## config.mk

```make
export PLATFORM = sky130hd
export DESIGN_NAME = router_input_buffer
export DESIGN_NICKNAME = d
export VERILOG_FILES = /design/src/rtl/router_input_buffer.sv
export SDC_FILE = /design/constraint.sdc
export NUM_CORES = 1
export LEC_CHECK = 0
export CELL_PAD_IN_SITES_DETAIL_PLACEMENT = 1
export CELL_PAD_IN_SITES_GLOBAL_PLACEMENT = 1
export CORE_ASPECT_RATIO = 1.2
export CORE_MARGIN = 3
export CORE_UTILIZATION = 38
export CTS_CLUSTER_SIZE = 40
export DETAILED_ROUTE_END_ITERATION = 10
export PLACE_DENSITY = 0.73
export SYNTH_ARGS = -nofsm -noshare
export SYNTH_HDL_FRONTEND = slang
export SYNTH_SLANG_ARGS = --single-unit
```

## constraint.sdc

```tcl
create_clock -name clk -period 2.4 [get_ports clk]
set_clock_uncertainty 0.1 [all_clocks]
set_input_delay 0.24 -clock clk [delete_from_list [all_inputs] [get_ports clk]]
set_output_delay 0.24 -clock clk [all_outputs]
set_load 0.01 [all_outputs]
```

## src/rtl/router_input_buffer.sv

```systemverilog
// router_input_buffer
//   Input FIFO for one router port. Each message carries its destination
//   output index in its MSBs. The head of the queue drives a downstream demux
//   through out_msg/out_sel. The head is dequeued only when the selected
//   output's ready bit is set. A head whose destination does not exist is
//   dropped in a single cycle and latches route_err until reset.
//
//   Optional feature: define ROUTER_INBUF_BYPASS_EN to present an incoming
//   routable message combinationally when the queue is empty. If its output
//   is ready in the same cycle, the message passes through without being
//   stored.
//
// Ports
//   clk        sole clock, rising edge
//   reset      asynchronous, active-low
//   recv_msg   incoming message (destination in MSBs)
//   recv_val   recv_msg valid
//   recv_rdy   buffer can accept (not full)
//   out_msg    head-of-queue message
//   out_sel    head destination (demux select)
//   out_val    head valid and routable
//   out_rdy    per-output ready; only out_rdy[out_sel] is used
//   count      occupancy, 0..p_depth
//   route_err  sticky: an unroutable message was discarded
module router_input_buffer #(
    parameter int p_nbits    = 8,
    parameter int p_noutputs = 2,
    parameter int p_depth    = 4
) (
    input  logic                          clk,
    input  logic                          reset,
    input  logic [p_nbits-1:0]            recv_msg,
    input  logic                          recv_val,
    output logic                          recv_rdy,
    output logic [p_nbits-1:0]            out_msg,
    output logic [$clog2(p_noutputs)-1:0] out_sel,
    output logic                          out_val,
    input  logic [p_noutputs-1:0]         out_rdy,
    output logic [$clog2(p_depth):0]      count,
    output logic                          route_err
);
    localparam int SEL_W = $clog2(p_noutputs);
    localparam int PTR_W = $clog2(p_depth);
    localparam int CNT_W = PTR_W + 1;
    localparam int NDST  = 1 << SEL_W;

    // One bit per encodable destination: set when that output exists.
    localparam logic [NDST-1:0] DST_OK = NDST'((64'd1 << p_noutputs) - 64'd1);

    logic [p_nbits-1:0] mem [p_depth];
    logic [PTR_W-1:0]   wr_ptr, rd_ptr;
    logic [CNT_W-1:0]   cnt;

    logic [p_nbits-1:0] head_msg;
    logic [SEL_W-1:0]   head_dst;
    logic [NDST-1:0]    rdy_pad;
    logic               not_empty, head_val, discard;
    logic               enq, deq, pass, push, pop;

    assign head_msg  = mem[rd_ptr];
    assign head_dst  = head_msg[p_nbits-1 -: SEL_W];
    // Pad ready so any encodable select indexes a real bit (missing outputs read 0).
    assign rdy_pad   = NDST'(out_rdy);
    assign not_empty = (cnt != '0);
    assign head_val  = not_empty && DST_OK[head_dst];
    assign discard   = not_empty && !DST_OK[head_dst];

    // No pass-through when full, even if the head leaves this cycle.
    assign recv_rdy  = (cnt != CNT_W'(p_depth));
    assign enq       = recv_val && recv_rdy;

`ifdef ROUTER_INBUF_BYPASS_EN
    logic [SEL_W-1:0] recv_dst;
    logic             bypass;

    assign recv_dst = recv_msg[p_nbits-1 -: SEL_W];
    // Gate with reset so nothing can complete while reset is held low.
    assign bypass   = reset && !not_empty && recv_val && DST_OK[recv_dst];
    assign out_msg  = bypass ? recv_msg : head_msg;
    assign out_sel  = bypass ? recv_dst : head_dst;
    assign out_val  = head_val || bypass;
    assign pass     = bypass && rdy_pad[recv_dst];
`else
    assign out_msg  = head_msg;
    assign out_sel  = head_dst;
    assign out_val  = head_val;
    assign pass     = 1'b0;
`endif

    assign deq   = out_val && rdy_pad[out_sel];
    // A bypass transfer only happens when empty, so it never pops storage.
    assign pop   = not_empty && (deq || discard);
    assign push  = enq && !pass;
    assign count = cnt;

    // Storage is not reset; only pointers and count define validity.
    always_ff @(posedge clk) begin
        if (push) mem[wr_ptr] <= recv_msg;
    end

    always_ff @(posedge clk or negedge reset) begin
        if (!reset) begin
            wr_ptr    <= '0;
            rd_ptr    <= '0;
            cnt       <= '0;
            route_err <= 1'b0;
        end else begin
            if (push) wr_ptr <= wr_ptr + PTR_W'(1);
            if (pop)  rd_ptr <= rd_ptr + PTR_W'(1);
            if (push && !pop)      cnt <= cnt + CNT_W'(1);
            else if (pop && !push) cnt <= cnt - CNT_W'(1);
            if (discard) route_err <= 1'b1;
        end
    end
endmodule
```

# Yosys cells after proc, flatten, opt, wreduce, memory -nomap -nowiden
# Memories as Yosys holds them, arrays and structs flattened.
# Index checks and enable logic that the tools add are counted.
[word_totals] mem_bits_rw=32 latch_bits=0 wordCells=31 romBits=0 memories=1 out_inout_bits=15 ff_bits=8
[mem_list] name="mem" words=4 word_bits=8 rd=1 rd_clocked_by_memory_dff=0 write_ports=1 line="50" rtl="logic [p_nbits-1:0] mem [p_depth];"
[classes] reduce_logical=13 bitwise=0 shift=0 div_mod_pow=0 mux=7 magnitude_cmp=1 add_sub_neg=4 n_eq_ne=1 multipliers=0
[ops] operator="$logic_and A1 B1 Y1" n=7
[ops] operator="$mux W3" n=2
[ops] operator="$mux W1" n=5
[ops] operator="$add A2 B1 Y2 const B" n=2
[ops] operator="$add A3 B1 Y3 const B" n=1
[ops] operator="$logic_not A1 Y1" n=3
[ops] operator="$ne A3 B3 Y1 const B" n=1
[ops] operator="$reduce_bool A3 Y1" n=1
[ops] operator="$sub A3 B1 Y3 const B" n=1
[ops] operator="$lt A1 B2 Y1 const B" n=1
[ops] operator="$reduce_bool A2 Y1" n=1
[ops] operator="$logic_or A1 B1 Y1" n=1

# Longest topological paths before layout
# An unclocked memory read counts as a cell.
[logic_depth] word_depth=10 ltp_mapped=11 ltp_nobuf=10

# Least setup slack after synthesis
# Ideal clock, no wire load.
[synth_path] path_type="register to register" from="register rd_ptr[0]" to="register cnt[2] (netlist: count[2])" arrival_ps=2228 path_stages_with_launch=11 synth_period_minus_slack_ps=2407 setup_ps=79 path_slack_ps=-7 cell_sequence="dfrtp_1 -> buf_2 -> mux2i_1 -> nor3b_1 -> a31oi_1 -> ha_1 -> inv_1 -> fa_1 -> xor2_1 -> nor2_1 -> xor2_1"
[synth_between] elab_chain_cells=9 elab_cells_between_ends=11
[synth_lines] item="start: declaration" line="51" rtl="logic [PTR_W-1:0] wr_ptr, rd_ptr;"
[synth_lines] item="start signal: assignment" line="109" rtl="if (pop) rd_ptr <= rd_ptr + PTR_W'(1);"
[synth_lines] item="$mem_v2 Z4 W8 *"
[synth_lines] item="via out_sel" line="36" rtl="output logic [$clog2(p_noutputs)-1:0] out_sel,"
[synth_lines] item="$mux W1 (implied by the code) * (2 in series)" line="90" rtl="assign deq = out_val && rdy_pad[out_sel];"
[synth_lines] item="$logic_and A1 B1 Y1 *" line="90"
[synth_lines] item="$logic_or A1 B1 Y1 *" line="92" rtl="assign pop = not_empty && (deq || discard);"
[synth_lines] item="$logic_and A1 B1 Y1 *" line="92"
[synth_lines] item="$logic_not A1 Y1" line="110" rtl="if (push && !pop) cnt <= cnt + CNT_W'(1);"
[synth_lines] item="$logic_and A1 B1 Y1" line="110"
[synth_lines] item="$mux W3 or $reduce_bool A2 Y1 (tied branches)"
[synth_lines] item="end signal: assignment" line="110"
[synth_lines] item="end signal: assignment" line="111" rtl="else if (pop && !push) cnt <= cnt - CNT_W'(1);"
[synth_lines] item="end: declaration" line="52" rtl="logic [CNT_W-1:0] cnt;"
# The timed path passes the listed nets; every way through them passes the cells marked *. The select of a mux whose other input is x is not followed.
# A chain may end at the register's enable or synchronous reset.

# Worst setup path after layout
[layout_path] from="register rd_ptr[1]" to="register cnt[2] (netlist: count[2])"
[layout_between] elab_chain_cells=9 elab_cells_between_ends=11
[layout_lines] item="$mem_v2 Z4 W8 *"
[layout_lines] item="$mux W1 (implied by the code) * (2 in series)" line="90"
[layout_lines] item="$logic_and A1 B1 Y1 *" line="90"
[layout_lines] item="$logic_or A1 B1 Y1 *" line="92"
[layout_lines] item="$logic_and A1 B1 Y1 *" line="92"
[layout_lines] item="$logic_not A1 Y1" line="110"
[layout_lines] item="$logic_and A1 B1 Y1" line="110"
[layout_lines] item="$mux W3 or $reduce_bool A2 Y1 (tied branches)"
# Mark *: on every way between the ends. The rest lies on a longest branch, timed or not. The select of a mux whose other input is x is not followed.

==> flow_metrics.py <==
metrics = {
    "power_and_ir_drop": {
        "switching_share_pct": 30.1,
        "pwr-share-comb_pct": 41.4,
        "power.switching_mw": 0.865,
        "p_per_area_nw_per_um2": 1330,
        "ir_worst_vdd_uv": 559,
        "seq_power_share_pct": 36.5,
        "clkPwrFrac_pct": 22.0,
        "p_int_mw": 2.01,
        "power.leakage_nw": 0.780,
    },
    "finish": {
        "final_net_count": 142,
        "final_cells": 178,
        "seq_area_sq_um": 1140,
        "drive_gt1_share_pct": 27.4,
        "antenna_cells": 0,
        "nFillCells": 371,
        "multi_input_area_sq_um": 500,
        "area.growth.synth_to_final_pct": 32.2,
    },
    "global_routing": {
        "grt_overflow": 0,
        "grtUsageTotal_pct": 13.5,
        "antenna_found_initial": 0,
        "grt_pass1_wl_mm": 5.09,
        "grt_pass1_vias": 1007,
        "grt_max_degree": 13,
    },
    "yosys": {
        "synth_edf_count": 32,
        "synthCells": 87,
        "ys_warn_count": 0,
        "synth-main-ff-cell": "edfxtp_1",
        "netlist_area_sq_um": 1640,
        "synth-async-reset-ratio_pct": 17.9,
        "syn-num-nets": 106,
        "synth.avg_cell_area_sq_um": 18.8,
        "synth-seq-cells": 39,
        "yosysSeqAreaShare_pct": 69.4,
        "synth.distinct_cells": 26,
    },
    "routing": {
        "wl_per_cell_um": 18.2,
        "highest_layer": "met4",
        "wl_met3_um": 156,
        "dr_wl_met2_mm": 1.74,
        "drt_iter0_drc": 16,
        "vias": 898,
        "ant_nets": 0,
        "firstDrtPassIters": 4,
        "met1_length_mm": 1.30,
        "drc": 0,
        "wirelength_mm": 3.23,
        "via_per_inst": 5.04,
    },
    "setup_path": {
        "cp-end-kind": "register",
        "cp_max_fo": 4,
        "crit_chain": "mux2i_4 > mux2i_4 > nor3b_2 > a31oi_1 > ha_2 > inv_2 > fa_2 > xor2_2 > nor2_2 > xor2_1",
        "cpPeakStageDelay_ns": 0.47,
        "cp.arrival_ns": 2.48,
        "required_ns": 2.51,
        "critPathKind": "register to register",
        "cp_common_cell": "mux2i_4",
        "start_kind": "register",
        "reg2regPathDepth": 10,
        "crit_slowest_cell": "dfrtp_2",
    },
    "clock_tree": {
        "cts_inserted_buffers": 5,
        "cts_hold_buf": 0,
        "htree_levels": 2,
        "cts_root_buffer": "clkbuf_8",
        "clock_sinks": 39,
        "clkLatencyLatePin_ns": 0.28,
        "cts.path.max_buffers": 2,
        "cts_tree": "done",
        "clkSlewWorstSetupHoldPaths_ns": 0.07,
    },
    "run": {
        "cap_violations": 0,
    },
    "floorplan": {
        "start_util_pct": 40.6,
        "die-area_sq_um": 5140,
        "die_height_um": 77.9,
        "rows": 25,
        "die_w_um": 65.9,
        "pin_count": 28,
        "design.core.area_sq_um": 4040,
    },
    "timing": {
        "period_minus_slack_ns": 2.37,
        "setup_violations": 0,
        "max_freq_mhz": 421,
        "hold_viol": 0,
        "setup_tns_ns": 0,
        "finalCritPeriodShare_pct": 98.9,
        "drv_slew": 0,
    },
    "status": {
        "outcome": "finished, final reports clean",
    },
    "placed_design": {
        "gp_congestion": 0.780,
        "portBuffers": 26,
        "placedCellCount": 167,
        "hpwlAfterDp_mm": 2.24,
    },
    "worst_hold_path": {
        "hold_path.class": "input pin to async pin",
    },
}
## power by group through the flow
stage / clock network, mW / logic (mW) / registers, mW
3_5_place_dp: 0 / 1.09 / 1.05
5_1_grt: 0.672 / 1.30 / 1.07
3_3_place_gp: 0 / 1.05 / 1.03
6_report: 0.634 / 1.19 / 1.05
2_1_floorplan: 0 / 0.646 / 1.02
4_1_cts: 0.641 / 1.11 / 1.04
## sequential cells by signal (all words and copies together), names as in the netlist
signal  flops
rd_ptr      2
count       3
mem        32
wr_ptr      2
## kinds of logic after synthesis
logic type | Yosys count | share of synthesized area, %
DFF | 39 | 69.4
muxes | 14 | 14.3
and+or+nand+nor | 11 | 4.43
buffers and inverters | 8 | 2.83
adders and majority gates | 6 | 5.04
xor gates and xnor gates | 5 | 2.67
AOI/OAI and AO/OA | 3 | 1.15
other | 1 | 0.229
## stage by stage
stage / cell area [sq um] / setup slack [ns] / utilization, % / power, mW / hold slack, ns
2_1_floorplan: 1640 / 0.0594 / - / 1.67 / -0.156
3_3_place_gp: 1970 / 0.142 / 48.8 / 2.09 / 0.430
3_5_place_dp: 1970 / -0.0260 / 48.8 / 2.14 / 0.426
4_1_cts: 2110 / 0.0242 / 52.2 / 2.79 / 0.125
5_1_grt: 2170 / -0.0610 / 53.7 / 3.05 / 0.133
6_report: 2170 / 0.0271 / 53.7 / 2.88 / 0.118
## cell type report
type,count,share of cell area [%]
clock buffers,6,3.35
clock inverters,2,2.77
inverters,4,0.693
multi-input cells,40,23.1
flip-flops and latches,39,52.5
well taps,54,3.12
repair buffers,33,14.4
## synth_stat cells, drive strengths merged, types with 2 or more instances
cell,count,area share (%)
mux2i,5,3.3
and3,4,1.5
dfrtp,7,11
xnor2,2,1.1
mux4,7,9.6
ha,5,3.8
inv,4,0.92
nor3b,2,1.2
buf,4,1.9
edfxtp,32,59
xor2,3,1.6
mux2,2,1.4
nor2,2,0.46
## layout by cell type (no fill, tap or decap), types with 2 or more instances in the layout
master,instances
buf_4,7
mux2i_4,2
and3_1,4
nor3b_2,2
bufinv_16,2
inv_1,3
xnor2_1,2
mux2i_1,2
edfxtp_1,32
clkdlybuf4s50_1,26
ha_1,4
clkbuf_8,5
xor2_1,2
mux4_2,7
dfrtp_1,6
## final timing paths
path / start / to / slack, ns
setup / recovery: rd_ptr[1] / count[2] / 0.03
hold / removal: reset / wr_ptr[1] / 0.12
setup reg to reg: rd_ptr[1] / count[2] / 0.03
hold reg to reg: wr_ptr[1] / wr_ptr[1] / 0.46
max in group asynchronous: reset / rd_ptr[1] / 1.80
min in group clk: wr_ptr[1] / wr_ptr[1] / 0.46
## critical path: cells and delay by family, from the launching register on
family	cells	cell delay, ns
buffers and inverters	1	0.04
adder cells (fa/ha/maj)	2	0.58
AO/OA/AOI/OAI	1	0.17
XOR/XNOR	2	0.31
flip-flops	1	0.47
AND/OR/NAND/NOR	2	0.21
multiplexers	2	0.42
## metal layers
layer	vias to the layer above	track usage [%]
met3	5	4.34
li1	399	-
met5	-	0
met2	25	22.8
met1	469	15.6
met4	0	5.49
## what timing repair did
action                     in CTS  in global routing
setup endpoints to repair       1                  2
setup buffers                   1                  2
cloned                          0                  0
pin swaps                       0                  1
hold endpoints to repair        0                  0
gates resized for setup         0                 10
Note: power is estimated with default switching activity, not from simulation.
